**config.mk**
```make
export PLATFORM = sky130hd
export DESIGN_NAME = seqgen_tx
export DESIGN_NICKNAME = d
export VERILOG_FILES = /design/src/rtl/seqgen_pkg.sv /design/src/rtl/seqgen_piso.sv /design/src/rtl/seqgen_tx.sv
export SDC_FILE = /design/constraint.sdc
export NUM_CORES = 1
export LEC_CHECK = 0
export BUFFER_PORTS_ARGS = -buffer_cell sky130_fd_sc_hd__buf_4
export CORE_MARGIN = 2
export CORE_UTILIZATION = 30
export DETAILED_ROUTE_END_ITERATION = 12
export SLEW_MARGIN = 10
export SYNTH_ARGS = -nofsm -noshare
export SYNTH_HDL_FRONTEND = slang
export SYNTH_SLANG_ARGS = --single-unit
export TNS_END_PERCENT = 100
```
**constraint.sdc**
```tcl
create_clock -name clk -period 1.65 [get_ports clk]
set_clock_uncertainty 0.1 [all_clocks]
set_input_delay 0.165 -clock clk [delete_from_list [all_inputs] [get_ports clk]]
set_output_delay 0.165 -clock clk [all_outputs]
set_load 0.005 [all_outputs]
```
**src/rtl/seqgen_pkg.sv**
```systemverilog
`default_nettype none
// ============================================================================
// Module   : seqgen_pkg
// Purpose  : Shared definitions for the serial pattern transmitter:
//            default parameter values, FSM state encoding and a width helper.
// Revision : 1.0 - initial release
// ============================================================================
package seqgen_pkg;

  localparam int DEF_WIDTH    = 8;
  localparam int DEF_REPEAT_W = 4;
  localparam int DEF_GAP      = 1;

  typedef enum logic [1:0] {
    ST_IDLE  = 2'd0,
    ST_SHIFT = 2'd1,
    ST_GAPW  = 2'd2
  } state_e;

  // Counter width for values 0..v-1, never narrower than one bit.
  function automatic int clog2_min1(input int v);
    return (v <= 2) ? 1 : $clog2(v);
  endfunction

endpackage
`default_nettype wire

```
**src/rtl/seqgen_piso.sv**
```systemverilog
`default_nettype none
// ============================================================================
// Module   : seqgen_piso
// Purpose  : WIDTH-bit parallel-in / serial-out register. Shifts left and
//            rotates the outgoing MSB back into bit 0, so after WIDTH shifts
//            the original word is restored (used for frame repeats).
// Ports    : clk, rst      - clock, asynchronous active-high reset
//            i_load        - capture i_data (has priority over i_shift)
//            i_shift       - rotate left by one
//            i_data        - parallel word
//            o_msb         - current bit WIDTH-1
// Revision : 1.0 - initial release
// ============================================================================
module seqgen_piso #(
  parameter int WIDTH = 8
) (
  input  logic             clk,
  input  logic             rst,
  input  logic             i_load,
  input  logic             i_shift,
  input  logic [WIDTH-1:0] i_data,
  output logic             o_msb
);

  logic [WIDTH-1:0] r_sh;

  always_ff @(posedge clk or posedge rst) begin
    if (rst) begin
      r_sh <= '0;
    end else if (i_load) begin
      r_sh <= i_data;
    end else if (i_shift) begin
      r_sh <= {r_sh[WIDTH-2:0], r_sh[WIDTH-1]};
    end
  end

  assign o_msb = r_sh[WIDTH-1];

endmodule
`default_nettype wire

```
**src/rtl/seqgen_tx.sv**
```systemverilog
`default_nettype none
// ============================================================================
// Module   : seqgen_tx
// Purpose  : Serial pattern transmitter. Accepts a pattern word over a
//            valid/ready handshake and sends it MSB-first on x, repeating the
//            frame load_count extra times with GAP idle cycles in between.
// Ports    : clk, rst                 - clock, asynchronous active-high reset
//            load_valid/load_ready    - pattern load handshake
//            load_data, load_count    - pattern and extra repetition count
//            abort                    - cancel the running transfer
//            x, x_valid               - serial bit and its qualifier
//            busy                     - transfer in progress
//            done                     - one-cycle pulse after the final bit
// Revision : 1.0 - initial release
// ============================================================================
module seqgen_tx
  import seqgen_pkg::*;
#(
  parameter int WIDTH    = DEF_WIDTH,
  parameter int REPEAT_W = DEF_REPEAT_W,
  parameter int GAP      = DEF_GAP
) (
  input  logic                clk,
  input  logic                rst,
  input  logic                load_valid,
  output logic                load_ready,
  input  logic [WIDTH-1:0]    load_data,
  input  logic [REPEAT_W-1:0] load_count,
  input  logic                abort,
  output logic                x,
  output logic                x_valid,
  output logic                busy,
  output logic                done
);

  localparam int c_BW = clog2_min1(WIDTH);
  localparam int c_GW = clog2_min1(GAP + 1);

  localparam logic [1:0] c_IDLE  = ST_IDLE;
  localparam logic [1:0] c_SHIFT = ST_SHIFT;
  localparam logic [1:0] c_GAPW  = ST_GAPW;

  localparam logic [c_BW-1:0] c_BIT_LAST = c_BW'(WIDTH - 1);
  localparam logic [c_GW-1:0] c_GAP_LAST = c_GW'((GAP > 0) ? GAP - 1 : 0);

  logic [1:0]          r_state;
  logic [c_BW-1:0]     r_bit;
  logic [c_GW-1:0]     r_gap;
  logic [REPEAT_W-1:0] r_frame;
  logic                r_done;

  logic w_accept;
  logic w_shift;
  logic w_msb;

  assign w_accept = (r_state == c_IDLE) && load_valid;
  assign w_shift  = (r_state == c_SHIFT);

  seqgen_piso #(
    .WIDTH (WIDTH)
  ) u_piso (
    .clk     (clk),
    .rst     (rst),
    .i_load  (w_accept),
    .i_shift (w_shift),
    .i_data  (load_data),
    .o_msb   (w_msb)
  );

  // Outputs are pure decodes of flops, so reset clears them immediately and
  // no input reaches an output without passing a register.
  assign x          = w_shift & w_msb;
  assign x_valid    = w_shift;
  assign busy       = (r_state == c_SHIFT) || (r_state == c_GAPW);
  assign load_ready = (r_state == c_IDLE);
  assign done       = r_done;

  always_ff @(posedge clk or posedge rst) begin
    if (rst) begin
      r_state <= c_IDLE;
      r_bit   <= '0;
      r_gap   <= '0;
      r_frame <= '0;
      r_done  <= 1'b0;
    end else begin
      r_done <= 1'b0;
      case (r_state)
        c_IDLE: begin
          if (load_valid) begin
            r_frame <= load_count;
            r_bit   <= '0;
            r_gap   <= '0;
            r_state <= c_SHIFT;
          end
        end
        c_SHIFT: begin
          if (abort) begin
            r_state <= c_IDLE;
          end else if (r_bit == c_BIT_LAST) begin
            r_bit <= '0;
            if (r_frame == '0) begin
              r_state <= c_IDLE;
              r_done  <= 1'b1;
            end else begin
              r_frame <= r_frame - 1'b1;
              r_gap   <= '0;
              r_state <= (GAP > 0) ? c_GAPW : c_SHIFT;
            end
          end else begin
            r_bit <= r_bit + 1'b1;
          end
        end
        c_GAPW: begin
          if (abort) begin
            r_state <= c_IDLE;
          end else if (r_gap == c_GAP_LAST) begin
            r_gap   <= '0;
            r_state <= c_SHIFT;
          end else begin
            r_gap <= r_gap + 1'b1;
          end
        end
        default: r_state <= c_IDLE;
      endcase
    end
  end

endmodule
`default_nettype wire

```
=== Yosys cells after proc, flatten, opt, wreduce, memory -nomap -nowiden ===
Index checks and enable logic that the tools add are counted.

* Flip-flop bits (word level): 19
* Input port bits: 16
* Output and inout port bits: 5
* Logic and storage cells: 60

* $add $sub $neg: 3
* Equal/unequal tests: 10
* Muxes and demuxes: 29
* Bitwise gates (word level): 1
* Reductions and logical operators: 11

{| class="wikitable"
|+ Operators with widths
! kind !! count
|-
| 4-bit 2-to-1 mux || 4
|-
| 8-bit 2-to-1 mux || 2
|-
| 2-bit 2-to-1 mux || 6
|-
| 1-bit 2-to-1 mux || 10
|-
| 3-bit 2-to-1 mux || 3
|-
| 2-bit inequality test, second input constant || 4
|-
| 4-bit case mux with 2 select lines || 1
|-
| 2-bit case mux with 3 select lines || 1
|-
| 3-bit case mux with 2 select lines || 1
|-
| 3-bit AND reduction || 2
|-
| 6-bit AND reduction || 1
|-
| 5-bit AND reduction || 1
|-
| 4-bit zero test || 1
|-
| 2-bit nonzero test || 2
|-
| 4-bit by 1-bit subtractor with 4-bit output, second input constant || 1
|-
| 3-bit by 1-bit adder with 3-bit output, second input constant || 1
|-
| 3-bit equality test, second input constant || 1
|-
| 3-bit by 2-bit inequality test with 1-bit output, second input constant || 1
|-
| 3-bit inequality test, second input constant || 1
|-
| 1-bit case mux with 3 select lines || 1
|-
| 3-bit nonzero test || 1
|-
| 2-bit by 1-bit equality test with 1-bit output, second input constant || 1
|-
| 2-bit equality test, second input constant || 1
|-
| 2-bit zero test || 1
|-
| 5 further kinds || 5
|}

=== Longest topological paths before layout ===
* Depth in word-level cells: 5
* Mapped depth: 7
* Depth with buffers taken out: 5

=== Modules after synthesis ===
Synthesis repeated with hierarchy kept, for this count alone.

* Cell total of the unflattened synthesis: 106
* Area total of the unflattened synthesis: 1076.0 um^2

{| class="wikitable"
|+ Modules (own cells, without submodules)
! module !! instances !! cells an instance !! area each (um^2) !! sequential area each (um^2)
|-
| seqgen_tx || 1 || 71 || 699.4 || 250.2
|-
| seqgen_piso || 1 || 35 || 376.6 || 200.2
|}

=== Worst setup path after synthesis ===
No wires, ideal clock.

* Path type: register -> register
* Start: reg r_state[0]
* End: reg r_frame[2]
* Setup time: 0.132 ns
* Arrival: 1.311 ns
* Required time: 1.418 ns
* Setup slack: 0.106 ns
* Cell stages (with the launch flop): 6
* Path buffers: 0
* Clock period less this slack: 1.544 ns
* Path through: dfrtp_1 inv_1 ha_1 mux2i_1 a21o_1 o22ai_1

* Cells in the longest elaborated chain, start to end: 3
* Elaborated cells on any way between the ends: 9
* Those cells by class: eq/ne: 5; mux: 1; reduce/logical: 3

{| class="wikitable"
|+ Ends and longest elaborated chain
! element !! line !! source
|-
| start, declared || seqgen_tx.sv:46 || <nowiki>logic [1:0] r_state;</nowiki>
|-
| start signal, assigned || seqgen_tx.sv:80 || <nowiki>r_state <= c_IDLE;</nowiki>
|-
| start signal, assigned || seqgen_tx.sv:93 || <nowiki>r_state <= c_SHIFT;</nowiki>
|-
| start signal, assigned || seqgen_tx.sv:98 || <nowiki>r_state <= c_IDLE;</nowiki>
|-
| 2-bit zero test * || -- ||
|-
| named net load_ready || seqgen_tx.sv:26 || <nowiki>output logic load_ready,</nowiki>
|-
| 2-bit inequality test (no source line) / 2-bit nonzero test (equally long branches) || -- ||
|-
| 5-bit AND reduction (no source line) || -- ||
|-
| end signal, assigned || seqgen_tx.sv:90 || <nowiki>r_frame <= load_count;</nowiki>
|-
| end signal, assigned || seqgen_tx.sv:105 || <nowiki>r_frame <= r_frame - 1'b1;</nowiki>
|-
| end, declared || seqgen_tx.sv:49 || <nowiki>logic [REPEAT_W-1:0] r_frame;</nowiki>
|}

Mark *: on every way through the listed nets, which the timed path passes. The rest lies on a longest branch.
A chain may end at the register's enable or synchronous reset.

=== Final worst setup path ===
* Start: reg r_state[1]
* End: reg r_state[1]

* Cells in the longest elaborated chain, start to end: 3
* Elaborated cells on any way between the ends: 8
* Those cells by class: eq/ne: 5; mux: 1; reduce/logical: 2

{| class="wikitable"
|+ Ends and longest elaborated chain
! element !! line !! source
|-
| 2-bit by 1-bit equality test with 1-bit output, or another cell as far along || seqgen_tx.sv:87 || <nowiki>case (r_state)</nowiki>
|-
| 3-bit by 2-bit inequality test with 1-bit output (no source line), or another cell as far along || -- ||
|-
| 3-bit AND reduction (no source line) || -- ||
|}

Several ways; a longest one is shown, not always the timed one.

==> qor.txt <==
# IOs: 21
Die height: 66.0 um
Antenna Nets Post-Route: 0
Row cnt: 22
CTS Buf Count: 3
Mapped Nets: 142
CP max FO: 3
Crit end category: flop
R2R setup slack: 0.004 ns
Fin Setup TNS: 0 ns
Cell area after synthesis: 1150 um^2
Final Setup Violations: 0
Worst VDD drop: 683 uV
Crit share post-route: 99.8%
Sequential area share after synthesis: 39.1%
Kind of critical path: reg -> reg
Asr flop ratio synth: 100%
Synthesis-stage register bit count: 18
Placeable Area: 3690 um^2
Max stage delay on crit path: 0.39 ns
Reg-to-reg critical path endpoint: r_state[1]
Worst hold stages: 3
Hold Crit Class: in -> reg
Initial antenna violation count: 0
Max-slew violation count: 0
Fmax: 608 MHz
Mean number of vias per cell: 4.98
Max clock buf depth: 2
Total power: 0.00271 W
Leakage dissipation: 0.742 nW
CP Cell Sequence: buf_4, buf_4, ha_1, or3_1, o41ai_2
Setup WS post-layout: 0.00392 ns
P&R area growth vs syn: 37.8%
Critical Path Start Type: flop
Dpl ws: -0.0257 ns
Largest net degree at the start of global routing: 19
Total grt overflow: 0
Antenna Diode Count: 0
First-pass GRT wire length: 4.42 mm
WL final: 2.82 mm
Worst Hold Path EP: u_piso.r_sh[0]
Yosys cell types: 33
Status: complete, no violations
Port Buffers: 20
Overall routing resource usage: 12.9%
Post-detail-place hpwl: 1.97 mm
RR Startpoint: r_state[1]
Worst-skew pair later-pin latency: 0.25 ns
Vias in the first global route: 1015
Drt initial violations: 65
DRC: 0
Finished Layout Cells: 200
DR vias: 995
Final Core Density: 43.0%
Syn avg cell area: 9.77 um^2
Hold_sp: load_data[0]
Layout cells sized above 1: 36.8%
Final #Nets: 177
CTS Root Buffer Type: clkbuf_8
Post-Syn Instances: 118
Die width: 66.0 um
Max Cap Viol: 0
H-tree Lvls: 1
Most common cell on crit path: buf_4
Slew margin rel.: 73.3%
Arrival @ worst endpoint: 1.70 ns
Yosys warnings: 0
Final Hold Viols: 0
Leading cell type in the layout, fill and taps excluded: buf_4
Full die area: 4350 um^2
Clock sink count: 18
Multi-input logic area: 696 um^2
Min Tclk post-route: 1.65 ns
GP Congestion: 0.775
CTS tree: built
Crit path from: r_state[1]
Worst-Margin Slew: 0.396 ns
PD cells: 1700 nW/um^2
Fillers: 370
Slowest cell on the critical path: dfrtp_1
Clock Pin Slew Worst Setup and Hold Paths: 0.07 ns
EDFF count, synth: 0
Worst path required time: 1.70 ns
RSZ-0062 raised after global routing: yes
Placed Cells: 189
Top_reg_cell synth: dfrtp_1
Commonest non-fill, non-tap cells in the layout: buf_4, dfrtp_1, nand2_1, o21ai_0
Area occupied by registers: 450 um^2
R2R cell count: 5
First-pass DRT Iterations: 4
Routed WL per cell: 14.1 um
Starting density of the core: 31.2%
## synthesized netlist by cell type, drive strengths merged, types with 2 or more instances
library cell	count	area share, %
o41ai	2	2.2
and2	3	1.6
a21oi	5	2.2
inv	10	3.3
o22ai	4	2.2
nor3b	2	2.2
a2bb2oi	3	2.3
o21ai	14	6.1
and3b	2	1.5
nor2b	3	1.6
a31oi	2	1.1
ha	8	8.7
dfrtp	18	39
nor4b	2	1.5
mux2i	8	6.9
nand2	12	3.9
buf	7	4.0
a211oi	3	2.4
nand2b	2	1.7
## where the power goes
group	internal, W	switching [W]	total, W	leakage (nW)
Clock	0.000212	0.000149	0.000361	0.0288
Combinational	0.000826	0.000724	0.00155	0.488
Sequential	0.000630	0.000164	0.000794	0.225
Total	0.00167	0.00104	0.00271	0.742
## through the flow
| step | instance area (um^2) | hold WS [ns] |
|---|---|---|
| final | 1590 | 0.0180 |
| after global routing | 1590 | 0.0162 |
| after CTS | 1480 | 0.00955 |
| after detailed placement | 1390 | 0.116 |
| after global placement | 1390 | 0.107 |
| after floorplan | 1150 | 0.00357 |
## layout make-up
type                    instances  area share (%)
inverters                      10            2.36
well taps                      48            3.78
repair buffers                 37            18.2
clock buffers                   4            3.47
flip-flops and latches         18            28.4
multi-input cells              83            43.8
## cells by family after synthesis
logic type	after synthesis	share of synthesized area (%)
compound gates	37	21.3
fa+ha+maj	8	8.69
buf+inv	17	7.27
flops	18	39.1
mux	8	6.95
simple gates	30	16.7
## flip-flops by register name, summed over array words and instances, names as in the netlist
name and count:
r_frame 4, u_piso.r_sh 8, r_state 2, r_bit 3, done 1
## repair_timing
item,4_1_cts,5_1_grt
endpoints found under the hold margin,18,0
hold buffers,1,0
gates cloned,0,1
buffers inserted,1,4
pin swaps,2,1
setup endpoints to repair,5,10
gates resized for setup,7,14
## worst max-delay path by stage
stage / to / slack, ns / depth (start not counted)
4_1_cts: x / -0.01 / 6
3_5_place_dp: r_state[1] / -0.03 / 6
2_1_floorplan: r_frame[2] / 0.11 / 5
6_report: r_state[1] / 0.004 / 5
5_1_grt: r_frame[2] / -0.05 / 6
3_3_place_gp: r_state[0] / 0.07 / 5
## layer usage
layer	track usage (%)	wire (um)	vias up
li1	-	-	492
met1	16.3	1250	472
met2	22.3	1400	29
met3	4.09	146	2
met4	1.53	21	0
met5	0	0	-
## worst max-delay path: cells and delay by family (launching register included)
family                     cells  cell delay (ns)
DFF                            1             0.39
and+or+nand+nor                1             0.37
adders and majority gates      1             0.20
AOI/OAI and AO/OA              1             0.22
buffers and inverters          2             0.27
Power figures use the tool's default switching activity.
